### src/rtl/approx_adder_evaluator_if.sv
// Bundle between the approximate-adder evaluator and its host/adder side:
// operands out, approximate sum in, start/status and raw error accumulators.
interface approx_adder_evaluator_if #(
  parameter int WIDTH = 8
);
  logic                   start;
  logic [WIDTH-1:0]       op_a;
  logic [WIDTH-1:0]       op_b;
  logic [WIDTH:0]         sum_in;
  logic                   busy;
  logic                   done;
  logic [2*WIDTH:0]       total_cases;
  logic [2*WIDTH:0]       error_cases;
  logic [3*WIDTH:0]       total_ed;
  logic [4*WIDTH+1:0]     total_sq_ed;
  logic [WIDTH:0]         max_ed;

  modport master (
    input  start, sum_in,
    output op_a, op_b, busy, done,
    output total_cases, error_cases, total_ed, total_sq_ed, max_ed
  );

  modport slave (
    output start, sum_in,
    input  op_a, op_b, busy, done,
    input  total_cases, error_cases, total_ed, total_sq_ed, max_ed
  );
endinterface

### src/rtl/approx_adder_evaluator.sv
// Exhaustive on-chip sweep of a WIDTH-bit approximate adder; accumulates raw
// error-distance statistics against the exact sum in a two-stage pipeline.
module approx_adder_evaluator #(
  parameter int WIDTH = 8
) (
  input logic                      clk,
  input logic                      rst_n,
  approx_adder_evaluator_if.master bus
);
  localparam int CW = 2*WIDTH + 1;
  localparam int EW = 3*WIDTH + 1;
  localparam int SW = 4*WIDTH + 2;
  localparam int DW = WIDTH + 1;
  localparam int PW = 2*WIDTH + 2;

  typedef enum logic [1:0] {
    ST_IDLE  = 2'd0,
    ST_RUN   = 2'd1,
    ST_DRAIN = 2'd2,
    ST_DONE  = 2'd3
  } state_t;

  state_t           r_state;
  state_t           w_next_state;
  logic [WIDTH-1:0] r_op_a;
  logic [WIDTH-1:0] r_op_b;
  logic [DW-1:0]    r_s1_sum;
  logic [DW-1:0]    r_s1_exact;
  logic             r_s1_valid;
  logic             r_busy;
  logic             r_done;
  logic [CW-1:0]    r_total_cases;
  logic [CW-1:0]    r_error_cases;
  logic [EW-1:0]    r_total_ed;
  logic [SW-1:0]    r_total_sq_ed;
  logic [DW-1:0]    r_max_ed;

  logic             w_start_ok;
  logic             w_last_pair;
  logic [DW-1:0]    w_ed;
  logic [PW-1:0]    w_ed_ext;
  logic [PW-1:0]    w_ed_sq;

  function automatic logic [DW-1:0] f_abs_diff(input logic [DW-1:0] x, input logic [DW-1:0] y);
    logic [DW-1:0] d;
    if (x >= y) d = x - y;
    else        d = y - x;
    return d;
  endfunction

  assign w_start_ok  = bus.start && ((r_state == ST_IDLE) || (r_state == ST_DONE));
  assign w_last_pair = (&r_op_a) && (&r_op_b);
  assign w_ed        = f_abs_diff(r_s1_exact, r_s1_sum);
  assign w_ed_ext    = PW'(w_ed);
  assign w_ed_sq     = w_ed_ext * w_ed_ext;

  // State register.
  always_ff @(posedge clk or negedge rst_n) begin
    if (!rst_n) r_state <= ST_IDLE;
    else        r_state <= w_next_state;
  end

  // Next-state decode; start is only honoured from IDLE or DONE.
  always_comb begin
    w_next_state = r_state;
    case (r_state)
      ST_IDLE, ST_DONE: begin
        if (bus.start) w_next_state = ST_RUN;
        else           w_next_state = r_state;
      end
      ST_RUN: begin
        if (w_last_pair) w_next_state = ST_DRAIN;
        else             w_next_state = ST_RUN;
      end
      ST_DRAIN: w_next_state = ST_DONE;
      default:  w_next_state = ST_IDLE;
    endcase
  end

  // Status flags registered from the upcoming state.
  always_ff @(posedge clk or negedge rst_n) begin
    if (!rst_n) begin
      r_busy <= 1'b0;
      r_done <= 1'b0;
    end else begin
      r_busy <= (w_next_state == ST_RUN) || (w_next_state == ST_DRAIN);
      r_done <= (w_next_state == ST_DONE);
    end
  end

  // Operand sweep (op_b inner loop) and stage-1 capture; operands hold on the last pair.
  always_ff @(posedge clk or negedge rst_n) begin
    if (!rst_n) begin
      r_op_a     <= '0;
      r_op_b     <= '0;
      r_s1_sum   <= '0;
      r_s1_exact <= '0;
      r_s1_valid <= 1'b0;
    end else if (w_start_ok) begin
      r_op_a     <= '0;
      r_op_b     <= '0;
      r_s1_sum   <= '0;
      r_s1_exact <= '0;
      r_s1_valid <= 1'b0;
    end else if (r_state == ST_RUN) begin
      r_s1_sum   <= bus.sum_in;
      r_s1_exact <= {1'b0, r_op_a} + {1'b0, r_op_b};
      r_s1_valid <= 1'b1;
      if (!w_last_pair) begin
        r_op_b <= r_op_b + WIDTH'(1'b1);
        if (&r_op_b) r_op_a <= r_op_a + WIDTH'(1'b1);
      end
    end else if (r_state == ST_DRAIN) begin
      r_s1_valid <= 1'b0;
    end
  end

  // Stage-2 error accumulation; widths cover the all-maximum-ED worst case.
  always_ff @(posedge clk or negedge rst_n) begin
    if (!rst_n) begin
      r_total_cases <= '0;
      r_error_cases <= '0;
      r_total_ed    <= '0;
      r_total_sq_ed <= '0;
      r_max_ed      <= '0;
    end else if (w_start_ok) begin
      r_total_cases <= '0;
      r_error_cases <= '0;
      r_total_ed    <= '0;
      r_total_sq_ed <= '0;
      r_max_ed      <= '0;
    end else if (r_s1_valid) begin
      r_total_cases <= r_total_cases + CW'(1'b1);
      r_error_cases <= r_error_cases + CW'(w_ed != '0);
      r_total_ed    <= r_total_ed + EW'(w_ed);
      r_total_sq_ed <= r_total_sq_ed + SW'(w_ed_sq);
      if (w_ed > r_max_ed) r_max_ed <= w_ed;
    end
  end

  assign bus.op_a        = r_op_a;
  assign bus.op_b        = r_op_b;
  assign bus.busy        = r_busy;
  assign bus.done        = r_done;
  assign bus.total_cases = r_total_cases;
  assign bus.error_cases = r_error_cases;
  assign bus.total_ed    = r_total_ed;
  assign bus.total_sq_ed = r_total_sq_ed;
  assign bus.max_ed      = r_max_ed;
endmodule

### src/flat_wrapper.sv
// flat-port wrapper written by rule: the top's interface ports become plain ports
module approx_adder_evaluator_flat 
#(
  parameter int WIDTH = 8
)
  (clk, rst_n, bus_start, bus_sum_in, bus_op_a, bus_op_b, bus_busy, bus_done, bus_total_cases, bus_error_cases, bus_total_ed, bus_total_sq_ed, bus_max_ed);
  approx_adder_evaluator_if #(.WIDTH(WIDTH)) bus_i ();
  input logic clk;
  input logic rst_n;
  input wire logic [$bits(bus_i.start)-1:0] bus_start;
  input wire logic [$bits(bus_i.sum_in)-1:0] bus_sum_in;
  output wire logic [$bits(bus_i.op_a)-1:0] bus_op_a;
  output wire logic [$bits(bus_i.op_b)-1:0] bus_op_b;
  output wire logic [$bits(bus_i.busy)-1:0] bus_busy;
  output wire logic [$bits(bus_i.done)-1:0] bus_done;
  output wire logic [$bits(bus_i.total_cases)-1:0] bus_total_cases;
  output wire logic [$bits(bus_i.error_cases)-1:0] bus_error_cases;
  output wire logic [$bits(bus_i.total_ed)-1:0] bus_total_ed;
  output wire logic [$bits(bus_i.total_sq_ed)-1:0] bus_total_sq_ed;
  output wire logic [$bits(bus_i.max_ed)-1:0] bus_max_ed;
  assign bus_i.start = bus_start;
  assign bus_i.sum_in = bus_sum_in;
  assign bus_op_a = bus_i.op_a;
  assign bus_op_b = bus_i.op_b;
  assign bus_busy = bus_i.busy;
  assign bus_done = bus_i.done;
  assign bus_total_cases = bus_i.total_cases;
  assign bus_error_cases = bus_i.error_cases;
  assign bus_total_ed = bus_i.total_ed;
  assign bus_total_sq_ed = bus_i.total_sq_ed;
  assign bus_max_ed = bus_i.max_ed;
  approx_adder_evaluator #(.WIDTH(WIDTH)) u_core (.clk(clk), .rst_n(rst_n), .bus(bus_i));
endmodule
### config.mk
export PLATFORM = sky130hd
export DESIGN_NAME = approx_adder_evaluator_flat
export DESIGN_NICKNAME = d
export VERILOG_FILES = /design/src/rtl/approx_adder_evaluator_if.sv /design/src/rtl/approx_adder_evaluator.sv /design/src/flat_wrapper.sv
export SDC_FILE = /design/constraint.sdc
export NUM_CORES = 1
export LEC_CHECK = 0
export CAP_MARGIN = 10
export CORE_MARGIN = 2
export CORE_UTILIZATION = 40
export CTS_BUF_LIST = sky130_fd_sc_hd__clkbuf_8
export CTS_CLUSTER_DIAMETER = 100
export DETAILED_ROUTE_END_ITERATION = 10
export DONT_BUFFER_PORTS = 1
export HOLD_SLACK_MARGIN = 0.1
export SYNTH_ARGS = -nofsm -noshare
export SYNTH_HDL_FRONTEND = slang
export SYNTH_SLANG_ARGS = --single-unit
### constraint.sdc
create_clock -name clk -period 20 [get_ports clk]
set_clock_uncertainty 0.1 [all_clocks]
set_input_delay 4 -clock clk [delete_from_list [all_inputs] [get_ports clk]]
set_output_delay 4 -clock clk [all_outputs]
set_load 0.01 [all_outputs]
==> flow_metrics.py, run 1 <==
metrics = {
    "outcome": {
        "status": "finished, final reports clean",
    },
    "synth": {
        "synthFlopType": "dfrtp_1",
        "synth-async-reset-ratio": 1.00,
        "synth_compound_area_frac": 0.115,
        "synth_top_family_by_area": "adder cells",
        "synth.avg_cell_area_um2": 9.19,
        "ys_warn_count": 0,
        "synth_top_area_frac": 0.326,
        "synth_seq_cells": 141,
        "yosys-top-cells-area": "dfrtp_1 33%, ha_1 11%, fa_1 9.1%",
        "synth_edf_count": 0,
        "synth_cell_type_count": 76,
        "synth_cells": 1178,
        "synthSimpleGateAreaFrac": 0.165,
        "synth_xor_area_frac": 0.0792,
        "synthAdderAreaFrac": 0.199,
        "synthMuxAreaShare": 0.0459,
        "synth.cell_area_mm2": 0.0108,
        "synth_nets": 1333,
        "ys_seq_area_frac": 0.326,
        "yosysTopAreaCell": "dfrtp_1",
    },
    "final_layout": {
        "layout-drive-gt1-share": 0.0586,
        "fin_nets": 1320,
        "syn2layout_area_growth_pct": 6.67,
        "fin_area_mm2": 0.0116,
        "num_antenna_cells": 0,
    },
    "sta": {
        "max_clock_freq_ghz": 0.120,
        "period_share": 0.417,
        "setup_tns_ns": 0,
        "setup_violations": 0,
        "min_period_ns": 8.35,
        "slew_headroom": 0.307,
        "hold_viol_final": 0,
        "tightest_slew_ns": 1.04,
        "final_max_slew_viol_count": 0,
        "grt_setup_unrepaired": "no",
        "layout_setup_ws_ns": 11.65,
    },
    "global_routing": {
        "track_usage": 0.180,
        "grt_first_pass_wirelength_um": 41100,
        "grt-ovfl-total": 0,
        "grt_max_degree": 142,
        "antenna_found_initial": 0,
        "grt_pass1_vias": 7786,
    },
    "drt": {
        "route.met2.wl_um": 11700,
        "avgViaCountPerCell": 5.22,
        "drc": 0,
        "vias": 7926,
        "drt_iter0_drc": 404,
        "ant_nets": 0,
        "drt_pass1_iterations": 5,
        "wl_met3_um": 1310,
        "wirelength_um": 24800,
        "wl_met1_um": 11500,
        "top_layer_used": "met4",
        "wl_per_cell_um": 16.3,
    },
    "clock_tree": {
        "hold_buffers": 0,
        "post_cts.repair.setup_buffers": 0,
        "clockBufferDepth": 2,
        "cts_sinks": 141,
        "post_cts_resize_count": 0,
        "clk_pin_slew_ns": 0.10,
        "numCtsBuffers": 17,
        "cts_tree": "yes",
        "insertion_delay_ns": 0.47,
        "cts_htree_levels": 4,
        "root_buffer": "clkbuf_8",
    },
    "placement": {
        "portBuffers": 0,
        "preCtsSetupSlack_ns": 11.69,
        "place_hpwl_um": 18400,
        "placed_area_mm2": 0.0111,
        "place_congestion": 0.822,
    },
    "die": {
        "die_area_mm2": 0.0284,
        "die_h_um": 169,
        "die_x_um": 169,
        "core.rowCount": 60,
        "pin_count": 132,
        "start_util": 0.404,
        "coreArea_mm2": 0.0268,
    },
    "worst_setup_path": {
        "crit_arrival_ns": 8.59,
        "critPathKind": "flip-flop to flip-flop",
        "crit_slowest_cell": "xnor2_1",
        "cp_data_required_time_ns": 20.24,
        "cp_max_fo": 11,
        "startpoint_type": "flip-flop",
        "max_stage_delay_ns": 0.73,
        "critPathCaptureType": "flip-flop",
    },
    "job": {
        "cap_violations": 0,
    },
    "worst_hold_path": {
        "hold_path_class": "flip-flop to flip-flop",
    },
}
-- routing by layer --
metal | GRT usage | vias to the layer above
met5 | 0 | -
met4 | 0.0420 | 0
met3 | 0.0475 | 20
met2 | 0.300 | 132
met1 | 0.234 | 3863
li1 | - | 3911
-- cells in the final DEF (no fill, tap or decap), drive strengths merged, types with 4 or more instances in the layout --
master   count
mux2i       44
dfrtp      141
a211oi       8
a31oi        8
clkbuf      17
or3         16
o21ai       43
fa          49
nor2b       11
nor2       164
clkinv       4
a21oi       53
nor3        15
o21a         5
a21boi       6
or2          4
xnor2       40
ha          94
o2bb2ai      6
and2         8
inv        166
mux2         4
nand2       70
xor2        55
nand4       18
a21o        20
and3        25
nand3       20
o211ai      10
and4         9
-- cell type report --
cell class,count,area [um^2]
inverter,159,597
timing repair buffer,3,22.5
tap,341,427
multi-input combinational,843,6550
fill,2613,15200
clock buffer,17,234
clock inverter,15,196
sequential,141,3530
-- registers in the layout, summed over array words and instances (netlist names) --
register and count:
u_core.bus.done 1, u_core.bus.op_b 8, u_core.bus.busy 1, u_core.r_s1_sum 9, u_core.bus.total_sq_ed 34, u_core.bus.error_cases 17, u_core.bus.total_cases 17, u_core.r_s1_exact 9
u_core.r_state 2, u_core.bus.max_ed 9, u_core.r_s1_valid 1, u_core.bus.total_ed 25, u_core.bus.op_a 8
-- metrics by stage --
| step | util | hold WS (ns) | cells |
|---|---|---|---|
| after detailed placement | 0.415 | 0.431 | 1487 |
| after global routing | 0.431 | 0.490 | 1519 |
| final | 0.431 | 0.463 | 1519 |
| after global placement | 0.415 | 0.413 | 1487 |
| after CTS | 0.431 | 0.454 | 1519 |
| after floorplan | - | 0.386 | 1178 |
-- synthesized netlist by cell type, types with 7 or more instances --
library cell	n
inv_1	155
nand4_1	17
and3_1	25
o211ai_1	10
a21oi_1	52
dfrtp_1	141
clkbuf_1	18
nand2_1	69
o21ai_0	42
buf_1	7
and2_1	8
mux2i_1	43
ha_1	94
nand3_1	20
or3_1	16
nor3_1	14
fa_1	49
nor2b_1	11
xor2_1	54
a21o_1	20
and4_1	9
nor2_1	161
xnor2_1	39
a31oi_1	7
-- critical path: cells and delay by family, from the launching register on --
family          cells  cell delay (ns)
fa+ha+maj           6             2.76
compound gates     10             2.75
flops               1             0.39
buf+inv             3             0.15
xor+xnor            3             1.07
simple gates        7             1.02
-- kinds of logic after synthesis --
group,Yosys count
AOI/OAI and AO/OA,185
adders and majority gates,143
and+or+nand+nor,372
DFF,141
xor gates and xnor gates,95
buffers and inverters,194
muxes,48
-- path summary, 6_finish.rpt --
path / startpoint / slack [ns] / depth (start not counted) / to
worst max-delay path: u_core.r_s1_exact[2]$_DFFE_PN0P_ / 11.65 / 29 / u_core.bus.total_sq_ed[32]$_DFFE_PN0P_
worst min-delay path: u_core.r_state[1]$_DFF_PN0_ / 0.46 / 2 / u_core.r_state[1]$_DFF_PN0_
worst max register to register: u_core.r_s1_exact[2]$_DFFE_PN0P_ / 11.65 / 29 / u_core.bus.total_sq_ed[32]$_DFFE_PN0P_
worst min register to register: u_core.r_state[1]$_DFF_PN0_ / 0.46 / 2 / u_core.r_state[1]$_DFF_PN0_
max in group asynchronous: rst_n / 16.40 / 0 / u_core.r_s1_valid$_DFFE_PN0P_
min in group asynchronous: rst_n / 3.12 / 0 / u_core.bus.total_sq_ed[6]$_DFFE_PN0P_
Power of run 1 is not shown: default switching activity piles up to over one toggle a cycle in this logic, so the estimate is an artifact.
==> run 2, diff against run 1 <==
==> constraint.sdc (replaced) <==
create_clock -name clk -period 8.2 [get_ports clk]
set_clock_uncertainty 0.1 [all_clocks]
set_input_delay 1.64 -clock clk [delete_from_list [all_inputs] [get_ports clk]]
set_output_delay 1.64 -clock clk [all_outputs]
set_load 0.01 [all_outputs]
==> run 2 against run 1 <==
Fmax up 8.4%; register-to-register slack got worse by 11 ns; hold slack got worse by 0.014 ns; wire length is 0.12% higher; die area is the same; critical path type unchanged.
==> flow_metrics.py, run 2 (synthesis gave the netlist of run 1 again) <==
metrics = {
    "outcome": {
        "status": "finished, final reports clean",
    },
    "clock_tree": {
        "root_buffer": "clkbuf_8",
        "cts_tree": "yes",
        "post_cts_resize_count": 0,
        "post_cts.repair.setup_buffers": 0,
        "clockBufferDepth": 2,
        "numCtsBuffers": 17,
        "cts_htree_levels": 4,
        "clk_pin_slew_ns": 0.11,
        "hold_buffers": 0,
        "insertion_delay_ns": 0.48,
        "cts_sinks": 141,
    },
    "final_layout": {
        "num_antenna_cells": 0,
        "mostFrequentLayoutCell": "nor2_1",
        "layout-drive-gt1-share": 0.0675,
        "syn2layout_area_growth_pct": 7.47,
        "fin_nets": 1328,
        "final_cell_mix": "161 x nor2_1, 155 x inv_1, 140 x dfrtp_1",
        "largest_reg_flops": 34,
        "fillers": 2600,
    },
    "sta": {
        "slew_headroom": 0.309,
        "setup_violations": 0,
        "period_share": 0.939,
        "grt_setup_unrepaired": "no",
        "setup_tns_ns": 0,
        "max_clock_freq_ghz": 0.130,
        "min_period_ns": 7.70,
        "final_max_slew_viol_count": 0,
        "hold_viol_final": 0,
        "tightest_slew_ns": 1.04,
    },
    "drt": {
        "drt_pass1_iterations": 4,
        "drc": 0,
        "wirelength_um": 24800,
        "drt_iter0_drc": 469,
        "ant_nets": 0,
        "avgViaCountPerCell": 5.23,
        "wl_per_cell_um": 16.2,
        "vias": 7988,
    },
    "worst_setup_path": {
        "crit_arrival_ns": 7.93,
        "cp_max_fo": 10,
        "critPathCaptureType": "flip-flop",
        "max_stage_delay_ns": 0.54,
        "startpoint_type": "flip-flop",
        "cp_data_required_time_ns": 8.43,
        "cp_top_family": "adder cells",
        "worst-path-buf-inv": 4,
        "critPathKind": "flip-flop to flip-flop",
        "crit_slowest_cell": "fa_1",
    },
    "global_routing": {
        "grt_pass1_vias": 7868,
        "use_met3": 0.0512,
        "grtUsageMet1": 0.234,
        "grt_first_pass_wirelength_um": 41200,
        "top_usage_layer": "met2",
        "track_usage": 0.179,
        "grt-ovfl-total": 0,
        "grt_max_degree": 142,
        "met2_usage": 0.293,
        "antenna_found_initial": 0,
    },
    "die": {
        "die_area_mm2": 0.0284,
        "die_h_um": 169,
        "coreArea_mm2": 0.0268,
        "die_x_um": 169,
        "start_util": 0.404,
        "core.rowCount": 60,
        "pin_count": 132,
    },
    "placement": {
        "place_congestion": 0.851,
        "place_hpwl_um": 18400,
        "portBuffers": 0,
    },
    "worst_hold_path": {
        "hold_path_class": "flip-flop to flip-flop",
    },
    "job": {
        "cap_violations": 0,
    },
}
run 2: area by class of cell:
class | instances | area, um^2 | area share
clock buffers | 17 | 234 | 0.0201
clock inverters | 15 | 199 | 0.0171
inverters | 159 | 597 | 0.0513
multi-input cells | 843 | 6570 | 0.565
flip-flops and latches | 141 | 3530 | 0.303
well taps | 341 | 427 | 0.0367
repair buffers | 11 | 82.6 | 0.00709
run 2: path summary, 6_finish.rpt:
kind / start / to / slack (ns) / cells after the start
setup / recovery: u_core.r_s1_exact[6]$_DFFE_PN0P_ / u_core.bus.total_sq_ed[32]$_DFFE_PN0P_ / 0.50 / 29
hold / removal: u_core.r_s1_sum[8]$_DFFE_PN0P_ / u_core.r_s1_sum[8]$_DFFE_PN0P_ / 0.45 / 2
setup reg to reg: u_core.r_s1_exact[6]$_DFFE_PN0P_ / u_core.bus.total_sq_ed[32]$_DFFE_PN0P_ / 0.50 / 29
hold reg to reg: u_core.r_s1_sum[8]$_DFFE_PN0P_ / u_core.r_s1_sum[8]$_DFFE_PN0P_ / 0.45 / 2
max in group asynchronous: rst_n / u_core.bus.total_sq_ed[28]$_DFFE_PN0P_ / 6.94 / 0
min in group asynchronous: rst_n / u_core.bus.total_sq_ed[11]$_DFFE_PN0P_ / 0.77 / 0
run 2: worst register-to-register path, delay by kind of cell, from the launching register on:
family | cells | cell delay [ns]
buffers and inverters | 4 | 0.36
adders and majority gates | 6 | 2.63
muxes | 1 | 0.39
xor gates and xnor gates | 2 | 0.34
and+or+nand+nor | 8 | 1.13
AOI/OAI and AO/OA | 8 | 2.24
DFF | 1 | 0.39
run 2: through the flow:
step	hold slack [ns]	instances	utilization	worst slack (ns)	area [um^2]
floorplan	0.386	1178	-	1.10	10800
global placement	0.405	1495	0.417	0.440	11200
detailed placement	0.429	1495	0.417	0.324	11200
CTS	0.456	1527	0.433	0.305	11600
global route	0.488	1527	0.434	0.0118	11600
finish	0.449	1527	0.434	0.498	11600
run 2: metal layers:
layer / part of all wire / vias up
met5: 0 / -
met4: 0.016 / 0
met3: 0.059 / 30
met2: 0.47 / 167
met1: 0.46 / 3859
li1: - / 3932
Power of run 2 is left out for the same reason.
==> run 3, diff against run 2 <==
--- a/config.mk
+++ b/config.mk
@@ -8,7 +8,6 @@
 export CAP_MARGIN = 10
 export CORE_MARGIN = 2
 export CORE_UTILIZATION = 40
-export CTS_BUF_LIST = sky130_fd_sc_hd__clkbuf_8
 export CTS_CLUSTER_DIAMETER = 100
 export DETAILED_ROUTE_END_ITERATION = 10
 export DONT_BUFFER_PORTS = 1
==> constraint.sdc (replaced) <==
create_clock -name clk -period 8.9 [get_ports clk]
set_clock_uncertainty 0.1 [all_clocks]
set_input_delay 1.78 -clock clk [delete_from_list [all_inputs] [get_ports clk]]
set_output_delay 1.78 -clock clk [all_outputs]
set_load 0.01 [all_outputs]
==> run 3 against run 2 <==
Cell count down 0.39%; hold slack got worse by 0.017 ns; non-clock buffer count is 6 lower; global-route usage is 0.45 points higher; largest cell class unchanged.
==> flow_metrics.py, run 3 (synthesis gave the netlist of run 1 again) <==
metrics = {
    "outcome": {
        "status": "finished, final reports clean",
    },
    "sta": {
        "setup_violations": 0,
        "max_clock_freq_ghz": 0.124,
        "final_max_slew_viol_count": 0,
        "setup_tns_ns": 0,
        "grt_setup_unrepaired": "no",
        "tightest_slew_ns": 1.07,
        "hold_viol_final": 0,
        "slew_headroom": 0.288,
        "min_period_ns": 8.09,
        "layout_setup_ws_ns": 0.809,
        "period_share": 0.909,
        "holdWs_ns": 0.433,
    },
    "final_layout": {
        "largest_reg_flops": 34,
        "stdcell_count": 1521,
        "fillers": 2608,
        "syn2layout_area_growth_pct": 8.80,
        "layout-drive-gt1-share": 0.0610,
        "mostFrequentLayoutCell": "nor2_1",
        "num_antenna_cells": 0,
        "final_cell_mix": "161 x nor2_1, 155 x inv_1, 140 x dfrtp_1",
        "fin_nets": 1322,
    },
    "die": {
        "die_h_um": 169,
        "core.rowCount": 60,
        "pin_count": 132,
        "die_x_um": 169,
        "die_area_mm2": 0.0284,
        "start_util": 0.404,
        "coreArea_mm2": 0.0268,
    },
    "clock_tree": {
        "cts_htree_levels": 4,
        "numCtsBuffers": 17,
        "cts_sinks": 141,
        "clk_pin_slew_ns": 0.07,
        "post_cts.repair.setup_buffers": 0,
        "insertion_delay_ns": 0.43,
        "clockBufferDepth": 2,
        "root_buffer": "clkbuf_16",
        "cts_tree": "yes",
    },
    "worst_setup_path": {
        "r2r-start": "u_core.r_s1_exact[2]$_DFFE_PN0P_",
        "max_stage_delay_ns": 0.55,
        "crit_slowest_cell": "ha_1",
        "crit_arrival_ns": 8.27,
        "startpoint_type": "flip-flop",
        "cp_max_fo": 11,
        "critPathCaptureType": "flip-flop",
        "r2r_end": "u_core.bus.total_sq_ed[32]$_DFFE_PN0P_",
        "ff2ff_path_depth": 29,
        "cp_data_required_time_ns": 9.08,
        "reg2reg_slack_ns": 0.81,
        "critPathKind": "flip-flop to flip-flop",
    },
    "drt": {
        "wl_per_cell_um": 16.6,
        "wirelength_um": 25200,
        "vias": 8048,
        "drt_iter0_drc": 474,
        "avgViaCountPerCell": 5.29,
        "drc": 0,
        "ant_nets": 0,
        "drt_pass1_iterations": 5,
    },
    "worst_hold_path": {
        "hold_path_startpoint": "u_core.r_s1_sum[8]$_DFFE_PN0P_",
        "hold_path_class": "flip-flop to flip-flop",
        "hold-path-endpoint": "u_core.r_s1_sum[8]$_DFFE_PN0P_",
        "whs_path_depth": 2,
    },
    "global_routing": {
        "grt_first_pass_wirelength_um": 42200,
        "antenna_found_initial": 0,
        "grt_pass1_vias": 8053,
        "track_usage": 0.184,
        "grt_max_degree": 142,
        "grt-ovfl-total": 0,
    },
    "placement": {
        "place_congestion": 0.847,
        "place_hpwl_um": 18700,
        "portBuffers": 0,
        "preCtsSetupSlack_ns": 0.635,
        "place_inst": 1489,
    },
    "job": {
        "cap_violations": 0,
    },
}
-- run 3: cell count changes in the layout (fill, tap and decap cells not counted), moves of 2 or more --
| cell | change |
|---|---|
| clkinv_8 | -7 |
| bufinv_16 | +3 |
| buf_4 | -6 |
| inv_8 | +2 |
| inv_6 | +2 |
| clkbuf_16 | +17 |
| clkbuf_8 | -17 |
-- run 3: area by class of cell --
type	instances	area [um^2]	area share
multi-input combinational	843	6560	0.556
tap	341	427	0.0362
sequential	141	3530	0.300
timing repair buffer	5	37.5	0.00319
inverter	159	597	0.0506
clock inverter	15	214	0.0182
clock buffer	17	425	0.0361
-- run 3: worst max-delay path, delay by kind of cell (launching register included) --
kind	cells	cell delay, ns
simple gates	8	1.09
buf+inv	3	0.14
fa+ha+maj	6	2.81
flops	1	0.37
compound gates	9	2.73
xor+xnor	3	0.67
-- run 3: layer usage --
| layer | GRT usage | part of all wire |
|---|---|---|
| met5 | 0 | 0 |
| met3 | 0.0470 | 0.051 |
| met1 | 0.243 | 0.46 |
| met4 | 0.0401 | 0.012 |
| met2 | 0.305 | 0.48 |
-- run 3: timing repair --
action | CTS | global route
hold buffers | 0 | 0
gates resized for setup | 0 | 1
endpoints found under the setup margin | 0 | 2
-- run 3: how the worst max path moves through the flow --
stage                                           startpoint                                      to  slack [ns]  cells after the start
final                     u_core.r_s1_exact[2]$_DFFE_PN0P_  u_core.bus.total_sq_ed[32]$_DFFE_PN0P_        0.81                     29
after global routing      u_core.r_s1_exact[2]$_DFFE_PN0P_  u_core.bus.total_sq_ed[32]$_DFFE_PN0P_        0.18                     29
after CTS                 u_core.r_s1_exact[2]$_DFFE_PN0P_  u_core.bus.total_sq_ed[32]$_DFFE_PN0P_        0.57                     29
after detailed placement  u_core.r_s1_exact[2]$_DFFE_PN0P_  u_core.bus.total_sq_ed[32]$_DFFE_PN0P_        0.63                     29
after global placement    u_core.r_s1_exact[2]$_DFFE_PN0P_  u_core.bus.total_sq_ed[32]$_DFFE_PN0P_        0.80                     29
after floorplan           u_core.r_s1_exact[6]$_DFFE_PN0P_  u_core.bus.total_sq_ed[32]$_DFFE_PN0P_        1.80                     29
-- run 3: metrics by stage --
stage | cell area, um^2 | util
after floorplan | 10800 | -
after global placement | 11100 | 0.416
after detailed placement | 11100 | 0.416
after CTS | 11800 | 0.439
after global routing | 11800 | 0.440
final | 11800 | 0.440
Power of run 3 is left out for the same reason.
